`src/rtl/frame_collect_pkg.sv`:
```
// frame_collect_pkg: shared trace-frame sizes and counter widths
package frame_collect_pkg;
  localparam int FRAME_BYTES = 16;
  localparam int WORDS_PER_FRAME = 8;
  localparam int WORD_W = 16;
  localparam int FRAME_W = FRAME_BYTES * 8;
  localparam int IDX_W = $clog2(WORDS_PER_FRAME);
  localparam int DROP_W = 8;
endpackage

```
`src/rtl/frame_fifo.sv`:
```
// frame_fifo: show-ahead frame FIFO with a registered head output
module frame_fifo
  import frame_collect_pkg::*;
#(
  parameter int DEPTH = 4
) (
  input  logic                   clk,
  input  logic                   rst,
  input  logic                   push_i,
  input  logic [FRAME_W-1:0]     data_i,
  input  logic                   pop_i,
  output logic                   push_ready_o,
  output logic                   valid_o,
  output logic [FRAME_W-1:0]     data_o,
  output logic [$clog2(DEPTH):0] level_o
);
  localparam int AW = $clog2(DEPTH);
  localparam int LW = AW + 1;
  logic [FRAME_W-1:0] mem_q [DEPTH];
  logic [AW-1:0] rd_q, rd_d, wr_q, wr_d;
  logic [LW-1:0] level_q, level_d;
  logic [FRAME_W-1:0] head_q, head_d;
  logic pop, push;
  always_comb begin
    pop = pop_i && valid_o;
    push_ready_o = level_q != LW'(DEPTH) || pop;
    push = push_i && push_ready_o;
    rd_d = rd_q + AW'(pop);
    wr_d = wr_q + AW'(push);
    level_d = level_q + LW'(push) - LW'(pop);
    // once the FIFO drains to nothing, the head comes straight from the incoming frame
    head_d = (level_q == LW'(pop)) ? (push ? data_i : head_q) : mem_q[rd_d];
  end
  always_ff @(posedge clk) begin
    if (rst) begin
      rd_q <= '0;
      wr_q <= '0;
      level_q <= '0;
      head_q <= '0;
    end else begin
      rd_q <= rd_d;
      wr_q <= wr_d;
      level_q <= level_d;
      head_q <= head_d;
    end
  end
  always_ff @(posedge clk) begin
    if (push && !rst) mem_q[wr_q] <= data_i;
  end
  assign valid_o = level_q != '0;
  assign data_o = head_q;
  assign level_o = level_q;
endmodule

```
`src/rtl/frame_collect.sv`:
```
// frame_collect: assembles 16-bit TPIU halfwords into 128-bit frames and queues them
module frame_collect
  import frame_collect_pkg::*;
#(
  parameter int DEPTH = 4
) (
  input  logic                   clk,
  input  logic                   rst,
  input  logic                   WdAvail,
  input  logic [WORD_W-1:0]      PacketWd,
  input  logic                   PacketReset,
  output logic                   FrameValid,
  output logic [FRAME_W-1:0]     Frame,
  input  logic                   FrameReady,
  output logic [$clog2(DEPTH):0] Level,
  output logic                   Overflow,
  output logic [DROP_W-1:0]      DropCount
);
  logic [IDX_W-1:0] idx_q, idx_d;
  logic [FRAME_W-1:0] asm_q, asm_d;
  logic ovf_q;
  logic [DROP_W-1:0] drop_cnt_q;
  logic push, push_ready, drop;
  always_comb begin
    asm_d = asm_q;
    idx_d = PacketReset ? '0 : idx_q + IDX_W'(WdAvail);
    if (WdAvail && !PacketReset) asm_d[{idx_q, 4'b0} +: WORD_W] = PacketWd;
    push = WdAvail && !PacketReset && idx_q == IDX_W'(WORDS_PER_FRAME - 1);
    drop = push && !push_ready;
  end
  always_ff @(posedge clk) begin
    if (rst) begin
      idx_q <= '0;
      ovf_q <= 1'b0;
      drop_cnt_q <= '0;
    end else begin
      idx_q <= idx_d;
      ovf_q <= drop;
      drop_cnt_q <= drop_cnt_q + DROP_W'(drop && drop_cnt_q != '1);
    end
  end
  always_ff @(posedge clk) asm_q <= asm_d;
  frame_fifo #(.DEPTH(DEPTH)) u_fifo (
    .clk         (clk),
    .rst         (rst),
    .push_i      (push),
    .data_i      ({PacketWd, asm_q[FRAME_W-WORD_W-1:0]}),
    .pop_i       (FrameReady),
    .push_ready_o(push_ready),
    .valid_o     (FrameValid),
    .data_o      (Frame),
    .level_o     (Level)
  );
  assign Overflow = ovf_q;
  assign DropCount = drop_cnt_q;
endmodule

```
`config.mk`:
```
export PLATFORM = sky130hd
export DESIGN_NAME = frame_collect
export DESIGN_NICKNAME = d
export VERILOG_FILES = /design/src/rtl/frame_collect_pkg.sv /design/src/rtl/frame_fifo.sv /design/src/rtl/frame_collect.sv
export SDC_FILE = /design/constraint.sdc
export NUM_CORES = 1
export LEC_CHECK = 0
export CELL_PAD_IN_SITES_DETAIL_PLACEMENT = 1
export CELL_PAD_IN_SITES_GLOBAL_PLACEMENT = 1
export CORE_MARGIN = 5
export CORE_UTILIZATION = 52
export CTS_CLUSTER_DIAMETER = 50
export DETAILED_ROUTE_END_ITERATION = 8
export GPL_TIMING_DRIVEN = 0
export MAX_ROUTING_LAYER = met4
export PLACE_DENSITY = 0.87
export SKIP_LAST_GASP = 1
export SLEW_MARGIN = 20
export SYNTH_ARGS = -nofsm -noshare
export SYNTH_HDL_FRONTEND = slang
export SYNTH_HIERARCHICAL = 1
export SYNTH_SLANG_ARGS = --single-unit
export TNS_END_PERCENT = 20
```
`constraint.sdc`:
```
create_clock -name clk -period 15.3 [get_ports clk]
set_input_delay 3.06 -clock clk [delete_from_list [all_inputs] [get_ports clk]]
set_output_delay 3.06 -clock clk [all_outputs]
set_load 0.03 [all_outputs]
```
==> Implementation_results.wiki <==
{| class="wikitable"
! Metric !! Value
|-
| HPWL after detailed placement || 51.9 mm
|-
| Number of buffers inserted for hold repair after clock tree synthesis || 0
|-
| Crit path kind || in2reg
|-
| Full die area || 60400 um2
|-
| Worst Path Arrival || 7.10 ns
|-
| Min-delay src || DropCount[6]$_SDFF_PP0_
|-
| Most area-consuming cells after synthesis || edfxtp_1 (65%), dfxtp_1 (10%), mux4_2 (10%), a221o_1 (4.4%), and3b_1 (3.8%)
|-
| Initial core utilization || 52.5%
|-
| Initial antenna violation count || 11
|-
| Overall global routing resource usage || between 30% and 40%
|-
| Yosys top cell area share || about two thirds
|-
| Post-DR vias/cell || 6.73
|-
| Fraction of registers with async set or reset after synthesis || 0%
|-
| Status || completed
|-
| Share of the core filled with cells || a little over three fifths
|-
| Net count after synthesis || 1497
|-
| Endpoint required time on the critical path || between 15 and 20 ns
|-
| Die outline width || 246 um
|-
| Total routed wirelength || 95.3 mm
|-
| Slew of the pin with the lowest slew margin || ~1.3 ns
|-
| Post-cts sizing count || 0
|-
| Unrepaired setup endpoints after global routing || no
|-
| Most used flip-flop cell after synthesis || edfxtp_1
|-
| Die outline height || 246 um
|-
| Minimum setup slack among reg-to-reg paths || 10.74 ns
|-
| Synth Register Bits || 771
|-
| Clk slew on worst S/H paths || approximately 0.060 ns
|-
| Maximum count of clock buffers along a single path || 3
|-
| Nature of the critical path endpoint || flip-flop
|-
| Placement Rows || 86
|-
| Post-route standard cell area excluding fillers || approximately 35000 um2
|-
| Remaining max-slew budget at the tightest pin || 14.7%
|-
| Final clock skew || 0.0345 ns
|-
| Max Clk Rate || 0.148 GHz
|-
| Area of the mapped netlist || between 20000 and 30000 um2
|-
| Final Hold Vio Count || 0
|-
| Portion of the post-synthesis area used by sequential elements || 75.0%
|-
| Distinct cell type count of the synthesized netlist || 38
|-
| Count leader, synth || edfxtp_1
|-
| Level count of the clock H-tree || 3
|-
| R2R Path End || u_fifo/mem_q[2][32]$_DFFE_PP_
|-
| Pin count of the biggest net entering global routing || 23
|-
| Global route overflow || 0
|-
| Post-CTS setup buffers || 0
|-
| Worst min-delay path category || reg2reg
|-
| Clock network latency to the later pin of the worst-skew pair || 0.63 ns
|-
| Top cell types by occurrence after synthesis || edfxtp_1 (624), dfxtp_1 (147), a221o_1 (128), mux4_2 (128), and3b_1 (127)
|-
| Number of buffers created by CTS || 75
|-
| GPL Wtd Cong || a little under 0.8
|-
| Final-stage net count || 1800
|-
| Source of the worst register-to-register timing path || idx_q[0]$_SDFF_PP0_
|-
| Core region area || 55100 um2
|-
| Number of stages on the worst hold path || 2
|-
| Depth of the worst register-to-register path || 14
|-
| Count of nets left with antenna violations after detail routing || 0
|-
| Final Slew Violations || 0
|-
| Total I/O pin count || around 160
|-
| Synthesized area divided by synthesized cell count || 19.8 um2
|-
| Setup crit start kind || input port
|-
| DR DRC count || 0
|-
| Placement-stage cell area || about 32000 um2
|-
| Start point of the critical path || PacketReset
|-
| End point of the worst hold path || DropCount[6]$_SDFF_PP0_
|-
| Routed WL per cell || around 37 um
|-
| Violation count after the first detailed-routing iteration || 2569
|-
| Maximum ir drop on the vdd rail || about 0.00011 V
|-
| Total of buffers placed on input and output ports || ~160
|-
| Clock period minus worst slack || ~6.8 ns
|-
| Detailed-route via count || 17500
|-
| Layout overhead on the synthesized area || 20.7%
|-
| Maximum fanout count along the critical path || 9
|-
| Static power due to leakage || ~12 nW
|-
| Clock tree from TritonCTS || done
|-
| EDFF count, synth || approximately 620
|-
| Number of global-route vias before repair || 18100
|-
| Max-cap viol count || 0
|-
| Filler cell count in the final layout || 4649
|-
| Gate count after technology mapping || 1464
|-
| Final setup fails || 0
|-
| Clock tree sinks || between 700 and 800
|-
| Share of final-layout standard cells stronger than drive strength 1 || 21.0%
|-
| Yosys synthesis warning count || 6
|-
| Power per Cell Area || 183 nW/um2
|-
| Final worst-path cycle share || 44.3%
|-
| Clock root cell || clkbuf_16
|-
| First-pass iteration count of the detailed router || 6
|-
| Global-route wire length before repair || 133 mm
|-
| Area leader, netlist || edfxtp_1
|}
==> cell usage in the layout, fill, tap and decap left out, types with 4 or more instances in the layout <==
master	n
buf_12	6
nor3_1	6
bufinv_16	7
ha_1	11
nand2_1	4
edfxtp_1	624
nand3_1	4
clkbuf_8	14
xor2_1	4
a221o_1	128
buf_4	37
buf_6	23
nor2_1	10
or3_1	4
mux4_2	128
diode_2	24
nor2b_1	8
nor3_2	5
dfxtp_1	147
and3b_1	127
buf_16	7
clkbuf_16	81
nor4_2	5
buf_2	43
clkbuf_1	63
and2_1	115
clkdlybuf4s50_1	158
inv_1	8
clkinv_2	9
==> area by class of cell <==
cell class,instances,area [um2],area share (%)
clock inverter,23,308,0.882
antenna,24,60.1,0.172
timing repair buffer,226,2310,6.61
sequential,771,21700,62.1
buffer,94,527,1.51
multi-input combinational,590,6740,19.3
tap,748,936,2.68
clock buffer,116,2300,6.59
inverter,9,33.8,0.0968
==> flip-flops by register name, summed over array words and instances (netlist names) <==
register / flops
asm_q: 112
DropCount: 8
Overflow: 1
u_fifo/rd_q: 2
u_fifo/data_o: 128
idx_q: 3
u_fifo/level_o: 3
u_fifo/wr_q: 2
u_fifo/mem_q: 512
==> per-layer routing <==
layer	up-vias	GRT usage [%]	routed length, um
met3	313	6.40	9540
li1	6641	-	-
met5	-	-	0
met2	1510	50.4	47400
met4	0	13.4	4760
met1	9033	38.3	33600
==> logic make-up after synthesis <==
group / count (synthesis) / synth area share, %
buffers and inverters: 103 / 1.93
flip-flops: 771 / 75.0
AND/OR/NAND/NOR: 308 / 7.80
AO/OA/AOI/OAI: 135 / 4.56
XOR/XNOR: 7 / 0.212
adder cells (fa/ha/maj): 12 / 0.545
multiplexers: 128 / 9.97
==> through the flow <==
| stage | setup WS, ns | total power, mW | hold slack (ns) | instances | setup TNS (ns) |
|---|---|---|---|---|---|
| after floorplan | 2.25 | 3.66 | 0.482 | 1464 | 0 |
| after global placement | -5.96 | 4.20 | 0.492 | 2373 | -1494.68 |
| after detailed placement | 8.09 | 4.29 | 0.505 | 2438 | 0 |
| after CTS | 8.61 | 6.31 | 0.517 | 2577 | 0 |
| after global routing | 8.45 | 6.53 | 0.551 | 2597 | 0 |
| final | 8.52 | 6.37 | 0.514 | 2601 | 0 |
==> power breakdown <==
| part | total, mW | internal, mW | switching [mW] | leakage (nW) |
|---|---|---|---|---|
| sequential | 2.48 | 2.37 | 0.114 | 6.56 |
| combinational | 1.87 | 0.821 | 1.04 | 4.00 |
| clock | 2.02 | 1.16 | 0.863 | 1.28 |
==> worst max-delay path, cell delays in order <==
cell and delay (ns):
clkdlybuf4s50_1 0.52, nand4b_1 0.39, inv_1 0.21, nor2b_1 0.32
nand2_1 0.21, nor3_2 0.61, buf_6 0.25, buf_4 0.22
buf_4 0.21, buf_4 0.22, buf_4 0.23, buf_4 0.23
buf_6 0.18, buf_4 0.21
==> worst max-delay path by stage <==
stage | to | depth (start not counted)
after global placement | u_fifo/mem_q[0][32]$_DFFE_PP_ | 6
after global routing | u_fifo/mem_q[2][32]$_DFFE_PP_ | 14
final | u_fifo/mem_q[2][32]$_DFFE_PP_ | 14
after detailed placement | u_fifo/mem_q[2][32]$_DFFE_PP_ | 14
after floorplan | u_fifo/mem_q[0][0]$_DFFE_PP_ | 5
after CTS | u_fifo/mem_q[2][32]$_DFFE_PP_ | 14
No activity file was read; power rests on OpenSTA's default activity.
